==> config.mk <==
export PLATFORM = sky130hd
export DESIGN_NAME = id_ex_stage_flat
export DESIGN_NICKNAME = d
export VERILOG_FILES = /design/src/rtl/pipe_pkg.sv /design/src/rtl/id_ex_stage_if.sv /design/src/rtl/id_ex_stage_fwd_mux.sv /design/src/rtl/id_ex_stage.sv /design/src/flat_wrapper.sv
export SDC_FILE = /design/constraint.sdc
export NUM_CORES = 1
export LEC_CHECK = 0
export BUFFER_PORTS_ARGS = -buffer_cell sky130_fd_sc_hd__buf_2
export CORE_AREA = 4 4 141 143
export DETAILED_ROUTE_END_ITERATION = 16
export DIE_AREA = 0 0 145 147
export PLACE_DENSITY_LB_ADDON = 0.12
export SETUP_SLACK_MARGIN = 0.02
export SLEW_MARGIN = 25
export SYNTH_ARGS = -nofsm -noshare
export SYNTH_HDL_FRONTEND = slang
export SYNTH_SLANG_ARGS = --single-unit
==> constraint.sdc <==
create_clock -name clk -period 13.6 [get_ports clk]
set_input_delay 1.36 -clock clk [delete_from_list [all_inputs] [get_ports clk]]
set_output_delay 1.36 -clock clk [all_outputs]
set_load 0.005 [all_outputs]
==> src/rtl/pipe_pkg.sv <==
// Shared pipeline definitions: datapath widths, ALU select codes and the
// forwarding-source selector used by the ID/EX stage.
package pipe_pkg;

  localparam int XLEN = 32;
  localparam int REGW = 5;
  localparam int SELW = 4;

  localparam logic [SELW-1:0] ALU_AND = 4'b0000;
  localparam logic [SELW-1:0] ALU_OR  = 4'b0001;
  localparam logic [SELW-1:0] ALU_XOR = 4'b0010;
  localparam logic [SELW-1:0] ALU_SLT = 4'b0011;
  localparam logic [SELW-1:0] ALU_ADD = 4'b0111;
  localparam logic [SELW-1:0] ALU_SUB = 4'b1000;

  typedef enum logic [1:0] {FWD_REG, FWD_MEM, FWD_WB} fwd_sel_e;

endpackage

==> src/rtl/id_ex_stage_if.sv <==
// Bundle between decode, the ID/EX stage, the downstream forwarding sources
// and the ALU. master = surrounding pipeline, slave = id_ex_stage.
interface id_ex_if #(
  parameter int XLEN = pipe_pkg::XLEN,
  parameter int REGW = pipe_pkg::REGW,
  parameter int SELW = pipe_pkg::SELW
);
  logic            idValid, idReady;
  logic [XLEN-1:0] idPc;
  logic [REGW-1:0] idRs1, idRs2, idRd;
  logic [XLEN-1:0] idRs1Data, idRs2Data, idImm;
  logic            idUsePc, idUseImm;
  logic [SELW-1:0] idAluSel;
  logic            idRegWrite, idMemRead;
  logic            flush;
  logic [REGW-1:0] memRd;
  logic            memRegWrite;
  logic [XLEN-1:0] memResult;
  logic [REGW-1:0] wbRd;
  logic            wbRegWrite;
  logic [XLEN-1:0] wbData;
  logic            exValid;
  logic [XLEN-1:0] exInputA, exInputB;
  logic [SELW-1:0] exAluSel;
  logic [REGW-1:0] exRd;
  logic            exRegWrite, exMemRead;
  logic [XLEN-1:0] exPc, exStoreData;

  modport master (
    output idValid, idPc, idRs1, idRs2, idRd, idRs1Data, idRs2Data, idImm,
           idUsePc, idUseImm, idAluSel, idRegWrite, idMemRead, flush,
           memRd, memRegWrite, memResult, wbRd, wbRegWrite, wbData,
    input  idReady, exValid, exInputA, exInputB, exAluSel, exRd,
           exRegWrite, exMemRead, exPc, exStoreData
  );

  modport slave (
    input  idValid, idPc, idRs1, idRs2, idRd, idRs1Data, idRs2Data, idImm,
           idUsePc, idUseImm, idAluSel, idRegWrite, idMemRead, flush,
           memRd, memRegWrite, memResult, wbRd, wbRegWrite, wbData,
    output idReady, exValid, exInputA, exInputB, exAluSel, exRd,
           exRegWrite, exMemRead, exPc, exStoreData
  );

endinterface

==> src/rtl/id_ex_stage_fwd_mux.sv <==
// One operand's forwarding mux: newest producer wins (MEM over WB over the
// value latched at ID/EX). x0 is never forwarded.
module fwd_mux
  import pipe_pkg::*;
#(
  parameter int XLEN = pipe_pkg::XLEN,
  parameter int REGW = pipe_pkg::REGW
) (
  input  logic [REGW-1:0] rs,
  input  logic [XLEN-1:0] latched,
  input  logic [REGW-1:0] memRd,
  input  logic            memRegWrite,
  input  logic [XLEN-1:0] memResult,
  input  logic [REGW-1:0] wbRd,
  input  logic            wbRegWrite,
  input  logic [XLEN-1:0] wbData,
  output logic [XLEN-1:0] val
);

  fwd_sel_e sel;

  always_comb begin
    sel = FWD_REG;
    if (memRegWrite && memRd != '0 && memRd == rs)
      sel = FWD_MEM;
    else if (wbRegWrite && wbRd != '0 && wbRd == rs)
      sel = FWD_WB;
  end

  always_comb begin
    case (sel)
      FWD_MEM: val = memResult;
      FWD_WB:  val = wbData;
      default: val = latched;
    endcase
  end

endmodule

==> src/rtl/id_ex_stage.sv <==
// ID/EX pipeline register with operand select, MEM/WB forwarding,
// load-use stall insertion and branch-flush squash.
module id_ex_stage #(
  parameter int XLEN = pipe_pkg::XLEN,
  parameter int REGW = pipe_pkg::REGW,
  parameter int SELW = pipe_pkg::SELW
) (
  input  logic clk,
  input  logic rst,
  id_ex_if.slave bus
);

  localparam int NFWD = 3;  // operand A, operand B, store data

  typedef struct packed {
    logic            valid;
    logic [XLEN-1:0] pc;
    logic [REGW-1:0] rs1;
    logic [REGW-1:0] rs2;
    logic [REGW-1:0] rd;
    logic [XLEN-1:0] rs1Data;
    logic [XLEN-1:0] rs2Data;
    logic [XLEN-1:0] imm;
    logic            usePc;
    logic            useImm;
    logic [SELW-1:0] aluSel;
    logic            regWrite;
    logic            memRead;
  } ex_reg_t;

  ex_reg_t ex_q, ex_d;
  logic    stall, take;
  logic    wbHit1, wbHit2;

  // A load in EX whose rd is consumed by ID; operand A reading the PC
  // does not depend on rs1.
  assign stall = ex_q.valid & ex_q.memRead & (ex_q.rd != '0) & bus.idValid &
                 (((ex_q.rd == bus.idRs1) & ~bus.idUsePc) | (ex_q.rd == bus.idRs2));

  assign bus.idReady = bus.flush | ~stall;
  assign take        = bus.idValid & ~stall & ~bus.flush;

  // WB writes the register file in the same cycle ID reads it.
  assign wbHit1 = bus.wbRegWrite & (bus.wbRd != '0) & (bus.wbRd == bus.idRs1);
  assign wbHit2 = bus.wbRegWrite & (bus.wbRd != '0) & (bus.wbRd == bus.idRs2);

  always_comb begin
    ex_d = '0;
    if (take) begin
      ex_d.valid    = 1'b1;
      ex_d.pc       = bus.idPc;
      ex_d.rs1      = bus.idRs1;
      ex_d.rs2      = bus.idRs2;
      ex_d.rd       = bus.idRd;
      ex_d.rs1Data  = wbHit1 ? bus.wbData : bus.idRs1Data;
      ex_d.rs2Data  = wbHit2 ? bus.wbData : bus.idRs2Data;
      ex_d.imm      = bus.idImm;
      ex_d.usePc    = bus.idUsePc;
      ex_d.useImm   = bus.idUseImm;
      ex_d.aluSel   = bus.idAluSel;
      ex_d.regWrite = bus.idRegWrite;
      ex_d.memRead  = bus.idMemRead;
    end
  end

  always_ff @(posedge clk or posedge rst) begin
    if (rst) ex_q <= '0;
    else     ex_q <= ex_d;
  end

  logic [NFWD-1:0][REGW-1:0] fwd_rs;
  logic [NFWD-1:0][XLEN-1:0] fwd_in;
  logic [NFWD-1:0][XLEN-1:0] fwd_out;

  assign fwd_rs[0] = ex_q.rs1;
  assign fwd_in[0] = ex_q.rs1Data;
  assign fwd_rs[1] = ex_q.rs2;
  assign fwd_in[1] = ex_q.rs2Data;
  assign fwd_rs[2] = ex_q.rs2;
  assign fwd_in[2] = ex_q.rs2Data;

  for (genvar g = 0; g < NFWD; g++) begin : g_fwd
    fwd_mux #(.XLEN(XLEN), .REGW(REGW)) u_fwd (
      .rs          (fwd_rs[g]),
      .latched     (fwd_in[g]),
      .memRd       (bus.memRd),
      .memRegWrite (bus.memRegWrite),
      .memResult   (bus.memResult),
      .wbRd        (bus.wbRd),
      .wbRegWrite  (bus.wbRegWrite),
      .wbData      (bus.wbData),
      .val         (fwd_out[g])
    );
  end

  assign bus.exValid     = ex_q.valid;
  assign bus.exInputA    = ex_q.usePc  ? ex_q.pc  : fwd_out[0];
  assign bus.exInputB    = ex_q.useImm ? ex_q.imm : fwd_out[1];
  assign bus.exStoreData = fwd_out[2];
  assign bus.exAluSel    = ex_q.aluSel;
  assign bus.exRd        = ex_q.rd;
  assign bus.exRegWrite  = ex_q.regWrite;
  assign bus.exMemRead   = ex_q.memRead;
  assign bus.exPc        = ex_q.pc;

endmodule
==> src/flat_wrapper.sv <==
// flat-port wrapper written by rule: the top's interface ports become plain ports
module id_ex_stage_flat 
#(
  parameter int XLEN = pipe_pkg::XLEN,
  parameter int REGW = pipe_pkg::REGW,
  parameter int SELW = pipe_pkg::SELW
)
  (clk, rst, bus_idValid, bus_idPc, bus_idRs1, bus_idRs2, bus_idRd, bus_idRs1Data, bus_idRs2Data, bus_idImm, bus_idUsePc, bus_idUseImm, bus_idAluSel, bus_idRegWrite, bus_idMemRead, bus_flush, bus_memRd, bus_memRegWrite, bus_memResult, bus_wbRd, bus_wbRegWrite, bus_wbData, bus_idReady, bus_exValid, bus_exInputA, bus_exInputB, bus_exAluSel, bus_exRd, bus_exRegWrite, bus_exMemRead, bus_exPc, bus_exStoreData);
  id_ex_if #(.XLEN(XLEN), .REGW(REGW), .SELW(SELW)) bus_i ();
  input  logic clk;
  input  logic rst;
  input wire logic [$bits(bus_i.idValid)-1:0] bus_idValid;
  input wire logic [$bits(bus_i.idPc)-1:0] bus_idPc;
  input wire logic [$bits(bus_i.idRs1)-1:0] bus_idRs1;
  input wire logic [$bits(bus_i.idRs2)-1:0] bus_idRs2;
  input wire logic [$bits(bus_i.idRd)-1:0] bus_idRd;
  input wire logic [$bits(bus_i.idRs1Data)-1:0] bus_idRs1Data;
  input wire logic [$bits(bus_i.idRs2Data)-1:0] bus_idRs2Data;
  input wire logic [$bits(bus_i.idImm)-1:0] bus_idImm;
  input wire logic [$bits(bus_i.idUsePc)-1:0] bus_idUsePc;
  input wire logic [$bits(bus_i.idUseImm)-1:0] bus_idUseImm;
  input wire logic [$bits(bus_i.idAluSel)-1:0] bus_idAluSel;
  input wire logic [$bits(bus_i.idRegWrite)-1:0] bus_idRegWrite;
  input wire logic [$bits(bus_i.idMemRead)-1:0] bus_idMemRead;
  input wire logic [$bits(bus_i.flush)-1:0] bus_flush;
  input wire logic [$bits(bus_i.memRd)-1:0] bus_memRd;
  input wire logic [$bits(bus_i.memRegWrite)-1:0] bus_memRegWrite;
  input wire logic [$bits(bus_i.memResult)-1:0] bus_memResult;
  input wire logic [$bits(bus_i.wbRd)-1:0] bus_wbRd;
  input wire logic [$bits(bus_i.wbRegWrite)-1:0] bus_wbRegWrite;
  input wire logic [$bits(bus_i.wbData)-1:0] bus_wbData;
  output wire logic [$bits(bus_i.idReady)-1:0] bus_idReady;
  output wire logic [$bits(bus_i.exValid)-1:0] bus_exValid;
  output wire logic [$bits(bus_i.exInputA)-1:0] bus_exInputA;
  output wire logic [$bits(bus_i.exInputB)-1:0] bus_exInputB;
  output wire logic [$bits(bus_i.exAluSel)-1:0] bus_exAluSel;
  output wire logic [$bits(bus_i.exRd)-1:0] bus_exRd;
  output wire logic [$bits(bus_i.exRegWrite)-1:0] bus_exRegWrite;
  output wire logic [$bits(bus_i.exMemRead)-1:0] bus_exMemRead;
  output wire logic [$bits(bus_i.exPc)-1:0] bus_exPc;
  output wire logic [$bits(bus_i.exStoreData)-1:0] bus_exStoreData;
  assign bus_i.idValid = bus_idValid;
  assign bus_i.idPc = bus_idPc;
  assign bus_i.idRs1 = bus_idRs1;
  assign bus_i.idRs2 = bus_idRs2;
  assign bus_i.idRd = bus_idRd;
  assign bus_i.idRs1Data = bus_idRs1Data;
  assign bus_i.idRs2Data = bus_idRs2Data;
  assign bus_i.idImm = bus_idImm;
  assign bus_i.idUsePc = bus_idUsePc;
  assign bus_i.idUseImm = bus_idUseImm;
  assign bus_i.idAluSel = bus_idAluSel;
  assign bus_i.idRegWrite = bus_idRegWrite;
  assign bus_i.idMemRead = bus_idMemRead;
  assign bus_i.flush = bus_flush;
  assign bus_i.memRd = bus_memRd;
  assign bus_i.memRegWrite = bus_memRegWrite;
  assign bus_i.memResult = bus_memResult;
  assign bus_i.wbRd = bus_wbRd;
  assign bus_i.wbRegWrite = bus_wbRegWrite;
  assign bus_i.wbData = bus_wbData;
  assign bus_idReady = bus_i.idReady;
  assign bus_exValid = bus_i.exValid;
  assign bus_exInputA = bus_i.exInputA;
  assign bus_exInputB = bus_i.exInputB;
  assign bus_exAluSel = bus_i.exAluSel;
  assign bus_exRd = bus_i.exRd;
  assign bus_exRegWrite = bus_i.exRegWrite;
  assign bus_exMemRead = bus_i.exMemRead;
  assign bus_exPc = bus_i.exPc;
  assign bus_exStoreData = bus_i.exStoreData;
  id_ex_stage #(.XLEN(XLEN), .REGW(REGW), .SELW(SELW)) u_core (.clk(clk), .rst(rst), .bus(bus_i));
endmodule
==> results.py, run 1 <==
metrics = {
    "status": {
        "status": "complete, no violations",
    },
    "synth": {
        "synth-simple-area-share_pct": 17.5,
        "yosys.cell_types.count": 37,
        "synthCells": 848,
        "avgSynthCellArea_sq_um": 9.99,
        "synth_ff_type": "dfrtp_1",
        "synthXorXnorAreaFrac_pct": 4.14,
        "synth_mux_area_share_pct": 15.6,
        "ys.warnings.count": 0,
        "yosys.area_share.adder_pct": 0,
        "synth_compound_area_share_pct": 10.0,
        "syn-num-nets": 1079,
        "synth-edff-count": 0,
        "async_flop_share_pct": 100,
        "syn-cell-area_sq_um": 8470,
        "synth_seq_area_share_pct": 44.9,
        "synth_top_family_by_area": "simple AND/OR/NAND/NOR gates",
        "ys_ff_latch": 152,
    },
    "drt": {
        "wl_um": 30100,
        "vias": 7550,
        "wl_per_cell_um": 21.6,
        "routed_via_density": 5.43,
        "drt-initial-drc-count": 405,
        "dr.pass1.iters": 7,
        "drc_errors": 0,
        "ant_nets": 0,
    },
    "setup_path": {
        "worstSetupEndpoint": "bus_exInputB[0]",
        "cp_common_cell": "buf_2",
        "crit_required_ns": 12.24,
        "regToRegSetupSlack_ns": 10.40,
        "crit_slowest_cell": "or4_1",
        "critPathMaxStageDelay_ns": 0.59,
        "end_kind": "output pin",
        "r2r_end": "u_core.ex_q[7]$_DFF_PP0_",
        "ff2ff_path_depth": 8,
        "crit_chain": "buf_2 -> or4_1 -> o211ai_4 -> or2_1 -> buf_4 -> a31oi_1 -> mux2_2 -> buf_2",
        "worstSetupPathType": "in2out",
        "critical_path_arrival_ns": 3.84,
        "worstPathMaxFanout": 32,
        "start_kind": "input port",
        "cp-startpoint": "bus_memRd[2]",
        "r2r_start": "u_core.bus.exRd[1]$_DFF_PP0_",
    },
    "placement": {
        "port_buffers": 371,
        "routabilityCongestion": 0.831,
        "hpwl_um": 21400,
    },
    "layout": {
        "final_cell_mix": "buf_2, dfrtp_1, mux2i_1, and2_1, nor2_1",
        "num-nets-final": 1369,
        "final_common_cell": "buf_2",
        "multi_input_area_sq_um": 4070,
        "seqCellArea_sq_um": 3800,
        "drive_gt1_share_pct": 40.3,
        "area_growth_pct": 27.5,
        "num-fill-cells": 1719,
    },
    "pwr": {
        "total_power_uw": 1140,
        "p_leak_uw": 0.00529,
        "pwr-share-comb_pct": 16.3,
        "p_seq_share_pct": 41.9,
        "p_sw_share_pct": 26.4,
        "intPower_uw": 841,
        "clkPwrFrac_pct": 41.8,
        "peakVddDrop_uv": 81.8,
        "powerDensity_nw_per_um2": 106,
        "power.switching_uw": 302,
    },
    "cts": {
        "cts.sinks": 152,
        "cts_hold_buf": 0,
        "clk_pin_slew_worst_paths_ns": 0.06,
        "clock_path_buffers": 2,
        "root_buffer": "clkbuf_16",
        "cts_setup_buffers": 0,
        "cts-buffers-inserted": 17,
        "clk_latency_ns": 0.42,
        "cts_max_level": 4,
        "cts_resized": 0,
        "cts_tree": "built",
    },
    "sta": {
        "rsz0062_at_grt": "no",
        "fmax_ghz": 0.192,
        "slew_violations": 0,
        "hold_viol_final": 0,
        "finalSetupViolations": 0,
        "period_share_pct": 38.2,
        "worst_pin_slew_ns": 0.905,
        "skew_ns": 0.0122,
        "relSlewSlack_pct": 39.5,
        "period_needed_ns": 5.20,
        "fin_setup_tns_ns": 0,
    },
    "grt": {
        "track_usage_pct": 27.7,
        "grt_pass1_wl_um": 46000,
        "grt_overflow": 0,
        "antenna_found_initial": 6,
        "grt_max_degree": 89,
        "grt_pass1_vias": 7890,
    },
    "floorplanning": {
        "coreArea_sq_um": 18600,
        "die-area_sq_um": 21300,
        "num_rows": 50,
        "die-width_um": 145,
        "io_pins": 372,
        "initial_core_util_pct": 45.6,
        "die_h_um": 147,
    },
    "flow_run": {
        "drv_cap": 0,
    },
    "hold_path": {
        "hold_class": "in2async",
    },
}
==> worst max-delay path: cells and delay by family <==
kind | cells | cell delay (ns)
buffers and inverters | 3 | 0.64
multiplexers | 1 | 0.30
AO/OA/AOI/OAI | 2 | 0.74
AND/OR/NAND/NOR | 2 | 0.78
==> power groups by stage <==
stage | Sequential [uW] | Combinational, uW | Clock, uW
detailed placement | 487 | 186 | 0
finish | 479 | 186 | 478
global placement | 487 | 183 | 0
CTS | 479 | 187 | 484
global route | 481 | 204 | 504
floorplan | 483 | 98.4 | 0
==> sequential cells by signal, summed over array words and instances, names as in the netlist <==
register and cells:
u_core.bus.exMemRead 1, u_core.bus.exValid 1, u_core.ex_q 108, u_core.bus.exAluSel 4, u_core.bus.exRegWrite 1, u_core.bus.exRd 5, u_core.bus.exPc 32
==> per-layer routing <==
layer | vias up | track usage [%] | part of all wire, %
met4 | 0 | 9.88 | 2.6
met2 | 346 | 47.5 | 50
met3 | 54 | 6.54 | 6.7
met5 | - | 0 | 0
met1 | 3601 | 34.3 | 40
li1 | 3549 | - | -
==> kinds of logic (layout without fill, tap and decap cells) <==
family / count (synthesis) / count (layout)
other: 0 / 6
flip-flops: 152 / 152
AO/OA/AOI/OAI: 134 / 134
buffers and inverters: 121 / 424
XOR/XNOR: 40 / 40
AND/OR/NAND/NOR: 273 / 273
multiplexers: 128 / 128
==> through the flow <==
stage / instances / area [sq um] / utilization, % / setup slack, ns / hold WS, ns
after floorplan: 848 / 8470 / - / 8.15 / 0.861
after detailed placement: 1353 / 10200 / 54.9 / 8.45 / 1.14
after CTS: 1385 / 10800 / 58.1 / 8.44 / 1.13
after global placement: 1352 / 10200 / 54.7 / 8.04 / 1.14
after global routing: 1391 / 10800 / 58.1 / 8.32 / 1.12
final: 1391 / 10800 / 58.1 / 8.40 / 1.12
==> worst min-delay path by stage <==
stage	slack, ns	depth (start not counted)	startpoint	to
6_report	1.12	2	rst	u_core.ex_q[18]$_DFF_PP0_
2_1_floorplan	0.86	4	u_core.bus.exValid$_DFF_PP0_	u_core.ex_q[40]$_DFF_PP0_
3_3_place_gp	1.14	4	u_core.bus.exValid$_DFF_PP0_	u_core.ex_q[99]$_DFF_PP0_
5_1_grt	1.12	2	bus_idRd[0]	u_core.bus.exRd[0]$_DFF_PP0_
4_1_cts	1.13	2	bus_idPc[25]	u_core.bus.exPc[25]$_DFF_PP0_
3_5_place_dp	1.14	4	u_core.bus.exValid$_DFF_PP0_	u_core.ex_q[43]$_DFF_PP0_
==> synth_stat cells, types with 2 or more instances <==
cell type / count / area, sq um
a21oi_1: 32 / 160
a31oi_1: 32 / 200
and2_1: 87 / 544
and3_1: 32 / 200
buf_1: 3 / 11.3
buf_2: 24 / 120
buf_4: 42 / 315
buf_6: 3 / 33.8
clkbuf_1: 46 / 173
dfrtp_1: 152 / 3800
inv_1: 2 / 7.51
mux2_2: 32 / 360
mux2i_1: 96 / 961
nand2_1: 3 / 11.3
nand3_1: 37 / 185
nand4_1: 3 / 18.8
nor2_1: 65 / 244
nor3_1: 33 / 165
nor4_2: 3 / 37.5
o22ai_1: 32 / 200
o31ai_1: 32 / 240
or2_1: 2 / 12.5
or4_1: 3 / 22.5
xnor2_1: 33 / 289
xor2_1: 7 / 61.3
==> cell type report <==
cell class,instances,share of cell area (%)
Inverter,3,0.151
Clock inverter,12,1.41
Clock buffer,20,4.04
Antenna cell,6,0.139
Timing Repair Buffer,389,18.6
Tap cell,234,2.71
Multi-Input combinational cell,575,37.7
Sequential cell,152,35.2
Power figures use the tool's default switching activity.
==> run 2, diff against run 1 <==
--- a/config.mk
+++ b/config.mk
@@ -5,10 +5,11 @@
 export SDC_FILE = /design/constraint.sdc
 export NUM_CORES = 1
 export LEC_CHECK = 0
+export ABC_AREA = 1
 export BUFFER_PORTS_ARGS = -buffer_cell sky130_fd_sc_hd__buf_2
-export CORE_AREA = 4 4 141 143
+export CORE_MARGIN = 4
+export CORE_UTILIZATION = 45
 export DETAILED_ROUTE_END_ITERATION = 16
-export DIE_AREA = 0 0 145 147
 export PLACE_DENSITY_LB_ADDON = 0.12
 export SETUP_SLACK_MARGIN = 0.02
 export SLEW_MARGIN = 25
==> constraint.sdc (replaced) <==
create_clock -name clk -period 4.6 [get_ports clk]
set_input_delay 0.46 -clock clk [delete_from_list [all_inputs] [get_ports clk]]
set_output_delay 0.46 -clock clk [all_outputs]
set_load 0.005 [all_outputs]
==> run 2 against run 1 <==
Net effect:
- clock skew is 0.0038 ns lower
- routed wire length is 7.4% higher
- utilization is 2.1 points lower
- largest cell class unchanged
- critical path type is now reg2out
- clock-buffer cell count is 2 lower
- clock power grew to 3.0 times the previous value
- critical path depth is 4 higher
- final cell count is 40% higher
==> results.py, run 2 <==
metrics = {
    "layout": {
        "final_cell_mix": "buf_2, nand2_1, inv_1, nand3_1, nor2_1",
        "area_growth_pct": 23.0,
        "top_register": "u_core.ex_q",
        "largest_register_ffs": 108,
        "final_cells": 1952,
        "num-nets-final": 1893,
        "drive_gt1_share_pct": 28.4,
        "final_common_cell": "buf_2",
    },
    "hold_path": {
        "hold_class": "in2async",
    },
    "grt": {
        "grt_pass1_vias": 9401,
        "grt_pass1_wl_um": 49900,
        "grt_max_degree": 88,
        "antenna_found_initial": 9,
        "grt_overflow": 0,
        "track_usage_pct": 26.5,
    },
    "synth": {
        "ys_ff_latch": 152,
        "synth_top_area_share_pct": 39.8,
        "ys.warnings.count": 0,
        "synth-edff-count": 0,
        "synth_top_cells_by_count": "nand2_1, inv_1, nand3_1",
        "syn-num-nets": 1614,
        "avgSynthCellArea_sq_um": 6.90,
        "yosys.cell_types.count": 31,
        "yosysMostFrequentCell": "nand2_1",
        "ys_top_cells_by_area": "dfrtp_1, nand3_1, nand2_1",
        "async_flop_share_pct": 100,
        "yosys.area.top_type": "dfrtp_1",
        "synthCells": 1383,
        "syn-cell-area_sq_um": 9550,
        "synth_seq_area_share_pct": 39.8,
        "synth_ff_type": "dfrtp_1",
    },
    "floorplanning": {
        "initial_core_util_pct": 45.6,
        "io_pins": 372,
        "die-area_sq_um": 23600,
        "die_h_um": 154,
        "coreArea_sq_um": 21000,
        "die-width_um": 154,
        "num_rows": 53,
    },
    "sta": {
        "fmax_ghz": 0.274,
        "relSlewSlack_pct": 31.1,
        "hold_viol_final": 0,
        "rsz0062_at_grt": "no",
        "period_needed_ns": 3.65,
        "skew_ns": 0.00834,
        "fin_setup_tns_ns": 0,
        "period_share_pct": 79.3,
        "slew_violations": 0,
        "worst_pin_slew_ns": 1.03,
        "finalSetupViolations": 0,
    },
    "pwr": {
        "total_power_uw": 3440,
        "peakVddDrop_uv": 239,
        "p_leak_uw": 0.00739,
        "powerDensity_nw_per_um2": 293,
    },
    "drt": {
        "drt-initial-drc-count": 765,
        "drc_errors": 0,
        "wl_um": 32300,
        "routed_via_density": 4.99,
        "dr.pass1.iters": 5,
        "ant_nets": 0,
        "wl_per_cell_um": 16.5,
        "vias": 9746,
    },
    "cts": {
        "cts_tree": "built",
        "clk_pin_slew_worst_paths_ns": 0.07,
        "cts-buffers-inserted": 17,
        "root_buffer": "clkbuf_16",
        "cts_max_level": 4,
        "cts_hold_buf": 0,
        "cts_resized": 0,
        "clock_path_buffers": 2,
        "cts_setup_buffers": 0,
        "cts.sinks": 152,
        "clk_latency_ns": 0.43,
    },
    "placement": {
        "dp.cells": 1916,
        "hpwl_um": 22400,
        "routabilityCongestion": 0.876,
        "port_buffers": 371,
    },
    "setup_path": {
        "worstSetupPathType": "reg2out",
        "end_kind": "output pin",
        "start_kind": "register",
        "crit_required_ns": 4.14,
        "worstPathMaxFanout": 64,
        "critical_path_arrival_ns": 3.19,
    },
    "flow_run": {
        "drv_cap": 0,
    },
    "status": {
        "status": "complete, no violations",
    },
}
[run 2: changes by cell type in the layout (fill, tap and decap cells not counted), sizes merged, moves of 34 or more]
cell   change
nand4     +34
nor2     +103
nand3    +195
o21ai     +62
inv      +265
and2      -87
nand2    +265
mux2i     -96
[run 2: path summary, 6_finish.rpt]
path / from / to / slack, ns / depth (start not counted)
setup reg to reg: u_core.bus.exRd[3]$_DFF_PP0_ / u_core.ex_q[96]$_DFF_PP0_ / 2.18 / 8
hold / removal: rst / u_core.bus.exPc[23]$_DFF_PP0_ / 0.19 / 2
hold reg to reg: u_core.bus.exMemRead$_DFF_PP0_ / u_core.ex_q[114]$_DFF_PP0_ / 1.34 / 7
setup / recovery: u_core.ex_q[109]$_DFF_PP0_ / bus_exInputB[11] / 0.95 / 12
max in group asynchronous: rst / u_core.ex_q[103]$_DFF_PP0_ / 3.34 / 3
min in group clk: bus_idImm[18] / u_core.ex_q[26]$_DFF_PP0_ / 0.23 / 3
[run 2: where the power goes]
group,total (uW),internal (uW),switching (uW)
Sequential,1410,1390,21.1
Combinational,602,237,365
Clock,1430,816,613
Total,3440,2440,999
[run 2: routing by layer]
layer / vias to the layer above / part of all wire (%) / GRT usage [%] / wire (um)
met5: - / 0.16 / 0 / 53
met1: 4485 / 41 / 33.6 / 13100
li1: 4730 / - / - / -
met4: 12 / 2.7 / 9.29 / 859
met2: 454 / 48 / 43.9 / 15500
met3: 65 / 8.7 / 6.87 / 2810
[run 2: stage by stage]
step | setup slack [ns] | instance area [sq um] | util, % | hold slack, ns
2_1_floorplan | 0.0469 | 9550 | - | 0.566
3_3_place_gp | 1.24 | 11100 | 53.0 | 0.668
3_5_place_dp | 1.22 | 11100 | 53.0 | 0.672
4_1_cts | 1.01 | 11700 | 55.8 | 0.217
5_1_grt | 0.758 | 11700 | 56.0 | 0.216
6_report | 0.954 | 11700 | 56.0 | 0.192
[run 2: cell families after synthesis]
group           synth area share [%]
simple gates                    35.5
buf+inv                         18.6
flops                           39.8
compound gates                  3.63
xor+xnor                        2.48
[run 2: layout make-up]
cell class	count	area, sq um
antenna	3	7.51
sequential	152	3800
timing repair buffer	386	2000
fill	2103	9220
clock buffer	18	439
multi-input combinational	840	4000
clock inverter	13	146
tap	275	344
inverter	265	1000
[run 2: worst max-delay path, cell delays in order, from the launching register on]
cell and delay, ns:
dfrtp_1 0.41, inv_1 0.10, nand2_1 0.06, nand2_1 0.06
nand2_1 0.08, nor2_4 0.08, buf_4 0.38, nand3_4 0.69
nand3_1 0.42, nand3_1 0.16, nand2_1 0.08, nand2_1 0.04
buf_2 0.12
